$ cat src/rtl/clock_div_pkg.sv
// Shared constants and types for the programmable clock divider bank.
// The step-mode path is built only when CLOCK_DIV_STEP_EN is defined.
package clock_div_pkg;

   localparam int COUNT_WIDTH_DEFAULT = 24;

   // 27 MHz / (2 * 13_500_000) gives a 1 Hz square wave
   localparam int DEFAULT_DIVISOR     = 13_499_999;

   // A divisor of zero gives clock_in/2 output, for simulation and test
   localparam int FAST_DIVISOR        = 0;

   typedef enum logic [1:0] {
      CH_HOLD,
      CH_RUN,
      CH_STEP,
      CH_LOAD
   } ch_mode_e;

   function automatic int sel_width(input int channels);
      return (channels > 1) ? $clog2(channels) : 1;
   endfunction

endpackage

$ cat src/rtl/clock_div_channel.sv
// One divider channel: divisor and counter registers, square-wave toggle and tick strobe.
// Operating priority is load, then step mode, then enable, then hold.
module clock_div_channel
   import clock_div_pkg::*;
#(
   parameter int COUNT_WIDTH   = COUNT_WIDTH_DEFAULT,
   parameter int RESET_DIVISOR = DEFAULT_DIVISOR
) (
   input  logic                   clock_in,
   input  logic                   reset_n,
   input  logic                   enable,
   input  logic                   load,
   input  logic [COUNT_WIDTH-1:0] divisor_in,
   input  logic                   step_mode,
   input  logic                   step_pulse,
   output logic                   clock_out,
   output logic                   tick
);

   ch_mode_e               mode;
   logic [COUNT_WIDTH-1:0] div_reg, div_next;
   logic [COUNT_WIDTH-1:0] cnt_reg, cnt_next;
   logic                   clk_reg, clk_next;
   logic                   tick_reg, tick_next;

   always_comb begin
      if (load)
         mode = CH_LOAD;
      else if (step_mode)
         mode = CH_STEP;
      else if (enable)
         mode = CH_RUN;
      else
         mode = CH_HOLD;
   end

   always_comb begin
      div_next  = div_reg;
      cnt_next  = cnt_reg;
      clk_next  = clk_reg;
      tick_next = 1'b0;
      unique case (mode)
         CH_LOAD: begin
            div_next = divisor_in;
            cnt_next = '0;
         end
         CH_STEP: begin
            // Counter parks at zero so leaving step mode yields a full half-period
            cnt_next = '0;
            if (step_pulse) begin
               clk_next  = ~clk_reg;
               tick_next = 1'b1;
            end
         end
         CH_RUN: begin
            if (cnt_reg == div_reg) begin
               cnt_next  = '0;
               clk_next  = ~clk_reg;
               tick_next = 1'b1;
            end else begin
               cnt_next = cnt_reg + 1'b1;
            end
         end
         default: ;
      endcase
   end

   always_ff @(posedge clock_in or negedge reset_n) begin
      if (!reset_n) begin
         div_reg  <= COUNT_WIDTH'(RESET_DIVISOR);
         cnt_reg  <= '0;
         clk_reg  <= 1'b0;
         tick_reg <= 1'b0;
      end else begin
         div_reg  <= div_next;
         cnt_reg  <= cnt_next;
         clk_reg  <= clk_next;
         tick_reg <= tick_next;
      end
   end

   assign clock_out = clk_reg;
   assign tick      = tick_reg;

endmodule

$ cat src/rtl/clock_divider_bank.sv
// Bank of independent programmable clock/tick channels with run-time divisor loads.
// Define CLOCK_DIV_STEP_EN to add the step_mode/step ports for hand-clocked bring-up.
module clock_divider_bank #(
   parameter int CHANNELS        = 2,
   parameter int COUNT_WIDTH     = clock_div_pkg::COUNT_WIDTH_DEFAULT,
   parameter int DEFAULT_DIVISOR = clock_div_pkg::DEFAULT_DIVISOR,
   parameter int SEL_WIDTH       = clock_div_pkg::sel_width(CHANNELS)
) (
   input  logic                   clock_in,
   input  logic                   reset_n,
   input  logic [CHANNELS-1:0]    enable,
   input  logic                   load,
   input  logic [SEL_WIDTH-1:0]   load_sel,
   input  logic [COUNT_WIDTH-1:0] divisor_in,
`ifdef CLOCK_DIV_STEP_EN
   input  logic [CHANNELS-1:0]    step_mode,
   input  logic                   step,
`endif
   output logic [CHANNELS-1:0]    clock_out,
   output logic [CHANNELS-1:0]    tick
);

   logic [CHANNELS-1:0] load_vec;
   logic [CHANNELS-1:0] step_mode_int;
   logic                step_pulse;

`ifdef CLOCK_DIV_STEP_EN
   logic step_prev_reg;
   logic step_edge_reg;

   // Edge is registered, so the toggle lands one edge after step is first seen high
   always_ff @(posedge clock_in or negedge reset_n) begin
      if (!reset_n) begin
         step_prev_reg <= 1'b0;
         step_edge_reg <= 1'b0;
      end else begin
         step_prev_reg <= step;
         step_edge_reg <= step & ~step_prev_reg;
      end
   end

   assign step_mode_int = step_mode;
   assign step_pulse    = step_edge_reg;
`else
   assign step_mode_int = '0;
   assign step_pulse    = 1'b0;
`endif

   generate
      for (genvar gi = 0; gi < CHANNELS; gi++) begin : g_channel
         // A load_sel at or beyond CHANNELS matches no channel and is dropped
         assign load_vec[gi] = load && (load_sel == SEL_WIDTH'(gi));

         clock_div_channel #(
            .COUNT_WIDTH   (COUNT_WIDTH),
            .RESET_DIVISOR (DEFAULT_DIVISOR)
         ) u_channel (
            .clock_in   (clock_in),
            .reset_n    (reset_n),
            .enable     (enable[gi]),
            .load       (load_vec[gi]),
            .divisor_in (divisor_in),
            .step_mode  (step_mode_int[gi]),
            .step_pulse (step_pulse),
            .clock_out  (clock_out[gi]),
            .tick       (tick[gi])
         );
      end
   endgenerate

endmodule

$ cat config.mk
export PLATFORM = sky130hd
export DESIGN_NAME = clock_divider_bank
export DESIGN_NICKNAME = d
export VERILOG_FILES = /design/src/rtl/clock_div_pkg.sv /design/src/rtl/clock_div_channel.sv /design/src/rtl/clock_divider_bank.sv
export SDC_FILE = /design/constraint.sdc
export NUM_CORES = 1
export LEC_CHECK = 0
export BUFFER_PORTS_ARGS = -buffer_cell sky130_fd_sc_hd__buf_2
export CAP_MARGIN = 30
export CELL_PAD_IN_SITES_DETAIL_PLACEMENT = 0
export CELL_PAD_IN_SITES_GLOBAL_PLACEMENT = 1
export CORE_UTILIZATION = 49
export DETAILED_ROUTE_END_ITERATION = 10
export PLACE_DENSITY = 0.83
export SYNTH_ARGS = -nofsm -noshare
export SYNTH_HDL_FRONTEND = slang
export SYNTH_SLANG_ARGS = --single-unit
$ cat constraint.sdc
create_clock -name clock_in -period 2.05 [get_ports clock_in]
set_input_delay 0.1025 -clock clock_in [delete_from_list [all_inputs] [get_ports clock_in]]
set_output_delay 0.1025 -clock clock_in [all_outputs]
set_load 0.05 [all_outputs]
==> results of run 1 <==
[cells in the mapped netlist (all sizes together), types with 4 or more instances]
| master | count |
|---|---|
| nand3 | 39 |
| xnor2 | 40 |
| and3 | 7 |
| inv | 8 |
| a21o | 11 |
| o311ai | 14 |
| nor3 | 4 |
| a31oi | 7 |
| buf | 18 |
| mux2 | 48 |
| nand4 | 20 |
| and2 | 4 |
| and4 | 5 |
| o21ai | 9 |
| nor2 | 25 |
| xor2 | 10 |
| a22o | 11 |
| a21oi | 11 |
| clkbuf | 10 |
| or2 | 4 |
| nand2 | 47 |
| dfstp | 36 |
| dfrtp | 64 |
[power by group through the flow]
stage	sequential (µW)	clock, µW	combinational (µW)
after floorplan	2340	0	427
after global placement	2390	0	604
after detailed placement	2390	0	621
after CTS	2360	1290	684
after global routing	2390	1370	789
final	2370	1260	728
[routing by layer]
| layer | wire length (µm) | part of all wire |
|---|---|---|
| met1 | 5870 | 0.45 |
| met2 | 6420 | 0.49 |
| met3 | 745 | 0.057 |
| met4 | 152 | 0.012 |
| met5 | 0 | 0 |
[cells in the final DEF, fill, tap and decap left out, types with 11 or more instances in the layout]
cell type      count
nand2_1           45
dfrtp_1           62
nand3_1           32
dfstp_2           36
a22o_1            11
xnor2_1           34
buf_2             33
nor2_1            24
buf_4             42
dlygate4sd3_1     23
nand4_1           20
mux2_2            48
a21o_1            11
[critical path, delay by kind of cell, from the launching register on]
family,cells,cell delay (ns)
AOI/OAI and AO/OA,2,0.46
xor gates and xnor gates,1,0.12
buffers and inverters,1,0.19
DFF,1,0.56
and+or+nand+nor,3,0.67
[final timing paths]
path / slack [ns] / cells past startpoint / end / startpoint
min reg2reg: 0.46 / 1 / g_channel[0].u_channel.clock_out / g_channel[0].u_channel.clock_out
min: 0.02 / 2 / g_channel[0].u_channel.div_reg[16] / divisor_in[16]
max in group asynchronous: 1.01 / 3 / g_channel[1].u_channel.div_reg[3] / reset_n
max reg2reg: -0.05 / 7 / g_channel[0].u_channel.cnt_reg[15] / g_channel[0].u_channel.div_reg[9]
min in group asynchronous: 0.24 / 2 / g_channel[1].u_channel.cnt_reg[8] / reset_n
max: -0.05 / 7 / g_channel[0].u_channel.cnt_reg[15] / g_channel[0].u_channel.div_reg[9]
[stage by stage]
step | hold WS (ns) | cell area, µm² | total power [µW] | setup TNS (ns) | utilization
after CTS | 0.00414 | 6260 | 4340 | -0.0181 | 0.609
final | 0.0247 | 6530 | 4360 | -0.240 | 0.636
after floorplan | -0.193 | 5190 | 2770 | 0 | -
after detailed placement | 0.124 | 5760 | 3020 | -0.0802 | 0.561
after global routing | 0.00412 | 6530 | 4550 | -2.13 | 0.636
after global placement | 0.105 | 5760 | 2990 | 0 | 0.561
[area by class of cell]
class                      count  share of cell area
inverter                       8             0.00460
clock buffer                  10              0.0195
clock inverter                 6             0.00996
timing repair buffer         111               0.143
sequential                   100               0.390
multi-input combinational    345               0.407
tap                          136              0.0260
[logic make-up (layout without fill, tap and decap cells)]
family	count (synthesis)	count (layout)	synth area share
simple gates	167	167	0.168
flops	100	100	0.490
compound gates	75	75	0.107
mux	51	51	0.110
xor+xnor	50	50	0.0843
buf+inv	36	135	0.0359
fa+ha+maj	2	2	0.00482
[timing repair]
action | 4_1_cts | 5_1_grt
cloned | 3 | 2
pin swaps | 3 | 3
resized for setup | 5 | 38
endpoints found under the setup margin | 5 | 30
setup buffers | 2 | 2
endpoints found under the hold margin | 65 | 4
hold buffers | 20 | 3
==> flow_summary.json, run 1 <==
{
  "run_status": "complete, but fails checks",
  "violations": "setup timing",
  "clock_latency_ns": 0.38,
  "area_growth_pct": 25.8,
  "first_global_vias": 3992,
  "crit_arrival_ns": 2.36,
  "cp_max_fo": 6,
  "h-tree-depth": 3,
  "ys_seq_elements": 100,
  "grt_pass1_wl_um": 20600,
  "slowest_delay_ns": 0.56,
  "comb_power_share": 0.167,
  "hold_violations": 0,
  "root_buffer": "clkbuf_8",
  "clkSinkCount": 100,
  "rsz0062_at_grt": "yes",
  "leakage_uw": 0.00275,
  "wire_per_inst_um": 18.4,
  "fmax_mhz": 476,
  "avgViaCountPerCell": 5.80,
  "dieWidth_um": 105,
  "synth_top_area_share": 0.308,
  "cts_tree": "done",
  "overflow": 0,
  "yosysUniqueCellTypes": 48,
  "clkTransAtPathRegs_ns": 0.10,
  "synthesis.area_mm2": 0.00519,
  "synthCells": 481,
  "finalWirelength_um": 13200,
  "nFillCells": 825,
  "endpoint_kind": "register",
  "grt_busiest_layer": "met2",
  "final_nets": 607,
  "critPathSlowestCell": "dfstp_2",
  "hp-class": "in -> reg",
  "post-route-period-util": 1.02,
  "clkPwrFrac": 0.290,
  "die_h_um": 105,
  "ios": 34,
  "dp.cells": 668,
  "yosysWarnings": 0,
  "met1_usage": 0.336,
  "seqPwrFrac": 0.543,
  "n_antenna_cell": 0,
  "maxSlewViolCount": 0,
  "antenna_found_initial": 0,
  "start_kind": "register",
  "ir_drop_mv": 0.493,
  "slew-limit-headroom": 0.318,
  "grt_max_degree": 42,
  "met3_usage": 0.0630,
  "worst_pin_slew_ns": 1.02,
  "place.port_buffers": 33,
  "gp_congestion": 0.863,
  "synth_area_leader_cell": "dfrtp_1",
  "p_int_uw": 3180,
  "synthTopCellsByArea": "dfrtp_1, dfstp_2, mux2_2, xnor2_1, nand3_1",
  "multi_input_area_mm2": 0.00266,
  "grt_use_met2": 0.392,
  "ys.flop_type": "dfrtp_1",
  "drv_cap": 0,
  "drt-initial-drc-count": 258,
  "synthArstFlopShare": 1.00,
  "clockBufferDepth": 2,
  "syn-num-nets": 513,
  "crit_type": "reg -> reg",
  "vias": 4150,
  "crit_required_ns": 2.31,
  "seq_area_mm2": 0.00255,
  "cp_cell_sequence": "xnor2_2, nand4_1, nor4_4, a41oi_2, buf_6, and3_1, a221o_1",
  "setup_violations": 11,
  "drc": 0,
  "syn_avg_cell_area_um2": 10.8,
  "pre_cts_slack_ns": -0.0291,
  "instances_no_fill": 716,
  "dr.pass1.iters": 5,
  "cts_made_buffers": 9,
  "synth_edf_count": 0,
  "dp_hpwl_um": 8880,
  "grt_util_all_layers": 0.245,
  "p_switching_uw": 1180,
  "antenna_left": 0,
  "drive_gt1_frac": 0.397,
  "seq_area_frac_synth": 0.490,
  "start_util": 0.505,
  "rows": 37,
  "swShare": 0.271,
  "finClkSkew_ns": 0.00973,
  "period_minus_slack_ns": 2.10,
  "setup_slack_ns": -0.0508,
  "core-area_mm2": 0.0103,
  "dieArea_mm2": 0.0110,
  "p_per_area_mw_per_mm2": 667
}
Note: power is estimated with default switching activity, not from simulation.
==> inputs of run 2 (changes only) <==
--- a/config.mk
+++ b/config.mk
@@ -7,11 +7,9 @@
 export LEC_CHECK = 0
 export BUFFER_PORTS_ARGS = -buffer_cell sky130_fd_sc_hd__buf_2
 export CAP_MARGIN = 30
-export CELL_PAD_IN_SITES_DETAIL_PLACEMENT = 0
-export CELL_PAD_IN_SITES_GLOBAL_PLACEMENT = 1
-export CORE_UTILIZATION = 49
+export CORE_UTILIZATION = 50
 export DETAILED_ROUTE_END_ITERATION = 10
-export PLACE_DENSITY = 0.83
+export PLACE_DENSITY = 0.71
 export SYNTH_ARGS = -nofsm -noshare
 export SYNTH_HDL_FRONTEND = slang
 export SYNTH_SLANG_ARGS = --single-unit
==> constraint.sdc (replaced) <==
create_clock -name clock_in -period 1.97 [get_ports clock_in]
set_input_delay 0.0985 -clock clock_in [delete_from_list [all_inputs] [get_ports clock_in]]
set_output_delay 0.0985 -clock clock_in [all_outputs]
set_load 0.05 [all_outputs]
==> flow_summary.json, run 2 (synthesized netlist as in run 1, its figures left out) <==
{
  "clkTransAtPathRegs_ns": 0.09,
  "gp_congestion": 0.853,
  "slew-limit-headroom": 0.688,
  "place.port_buffers": 33,
  "hp-class": "in -> reg",
  "dp_hpwl_um": 8720,
  "grt_pass1_wl_um": 19800,
  "die_h_um": 104,
  "grt_max_degree": 52,
  "slowest_delay_ns": 0.56,
  "endpoint_kind": "register",
  "root_buffer": "clkbuf_8",
  "pre_cts_slack_ns": -0.161,
  "crit_required_ns": 2.22,
  "fmax_mhz": 484,
  "drt-initial-drc-count": 209,
  "dr.pass1.iters": 5,
  "crit_type": "reg -> reg",
  "overflow": 0,
  "worst_pin_slew_ns": 0.468,
  "critPathSlowestCell": "dfstp_2",
  "vias": 4121,
  "area_growth_pct": 24.4,
  "rsz0062_at_grt": "yes",
  "wl_met2_um": 5920,
  "violations": "setup timing",
  "drv_cap": 0,
  "worst-path-buf-inv": 2,
  "grt_util_all_layers": 0.231,
  "met1_length_um": 5830,
  "final_nets": 610,
  "clockBufferDepth": 2,
  "period_minus_slack_ns": 2.07,
  "first_global_vias": 3959,
  "utilization": 0.652,
  "finClkSkew_ns": 0.0102,
  "run_status": "complete, but fails checks",
  "holdWs_ns": 0.00392,
  "n_antenna_cell": 0,
  "antenna_left": 0,
  "maxSlewViolCount": 0,
  "cts_tree": "done",
  "drc": 0,
  "p_per_area_mw_per_mm2": 670,
  "h-tree-depth": 3,
  "final_cell_mix": "dfrtp_1, buf_4, mux2_2, nand2_1, dfstp_2",
  "avgViaCountPerCell": 5.76,
  "ios": 34,
  "instances_no_fill": 715,
  "antenna_found_initial": 0,
  "tns_ns": -0.800,
  "clkSinkCount": 100,
  "finalWirelength_um": 12500,
  "rows": 36,
  "clock_latency_ns": 0.36,
  "setup_violations": 24,
  "core-area_mm2": 0.00991,
  "start_kind": "register",
  "cpLargestDelayFamily": "flip-flops",
  "crit_arrival_ns": 2.32,
  "wire_per_inst_um": 17.4,
  "cp_max_fo": 10,
  "setup_slack_ns": -0.0958,
  "hold_violations": 0,
  "drive_gt1_frac": 0.395,
  "post-route-period-util": 1.05,
  "dr_wl_met3_um": 537,
  "top_layer": "met4",
  "dieWidth_um": 104,
  "cp_cell_sequence": "xnor2_2, nand4_1, nor4_4, a41oi_2, buf_6, buf_12, a21o_1, a22o_1",
  "ir_drop_mv": 0.543,
  "cts_made_buffers": 9,
  "start_util": 0.524,
  "dieArea_mm2": 0.0108,
  "final_common_cell": "dfrtp_1",
  "leakage_uw": 0.00272,
  "dp.cells": 677
}
==> run 2: changes by cell type in the layout (fill, tap and decap cells not counted), moves of 3 or more <==
cell / change
nand3_2: -3
o21ai_1: +3
dlygate4sd3_1: -7
a21oi_2: -3
buf_4: +11
o311ai_1: +4
o21ai_0: -3
nand3_1: +3
o311ai_0: -3
==> run 2: final cells by class <==
| type | count | area, µm² |
|---|---|---|
| Multi-Input combinational cell | 345 | 2610 |
| Timing Repair Buffer | 114 | 943 |
| Fill cell | 783 | 3450 |
| Clock buffer | 11 | 131 |
| Sequential cell | 100 | 2550 |
| Tap cell | 133 | 166 |
| Inverter | 8 | 30.0 |
| Clock inverter | 4 | 27.5 |
==> run 2: final timing paths <==
| check | from | end | slack [ns] | cells after the start |
|---|---|---|---|---|
| setup reg to reg | g_channel[0].u_channel.div_reg[9] | g_channel[0].u_channel.cnt_reg[4] | -0.1 | 8 |
| hold / removal | divisor_in[6] | g_channel[1].u_channel.div_reg[6] | 0.004 | 2 |
| min in group asynchronous | reset_n | g_channel[1].u_channel.cnt_reg[21] | 0.22 | 2 |
| setup / recovery | g_channel[0].u_channel.div_reg[9] | g_channel[0].u_channel.cnt_reg[4] | -0.1 | 8 |
| hold reg to reg | g_channel[1].u_channel.clock_out | g_channel[1].u_channel.clock_out | 0.46 | 1 |
| max in group asynchronous | reset_n | g_channel[0].u_channel.div_reg[4] | 1.06 | 3 |
==> run 2: stage by stage <==
| step | total power (µW) | area, µm² |
|---|---|---|
| 4_1_cts | 4320 | 6290 |
| 6_report | 4330 | 6460 |
| 5_1_grt | 4520 | 6460 |
| 2_1_floorplan | 2880 | 5190 |
| 3_5_place_dp | 3140 | 5860 |
| 3_3_place_gp | 3110 | 5860 |
==> run 2: metal layers <==
layer  vias up  GRT usage
met2       117      0.353
met5         -          0
met1      2056      0.341
met4         0     0.0653
li1       1932          -
met3        16     0.0363
==> run 2: report_power, final <==
part / internal [µW] / total, µW / switching (µW)
combinational: 395 / 740 / 345
clock: 452 / 1140 / 686
sequential: 2300 / 2450 / 147
total: 3150 / 4330 / 1180
==> run 2: timing repair <==
item | in CTS | in global routing
setup endpoints to repair | 26 | 44
pin swaps | 5 | 11
gates resized for setup | 14 | 25
setup buffers | 2 | 2
hold endpoints to repair | 51 | 0
cloned | 1 | 2
hold buffers | 16 | 0
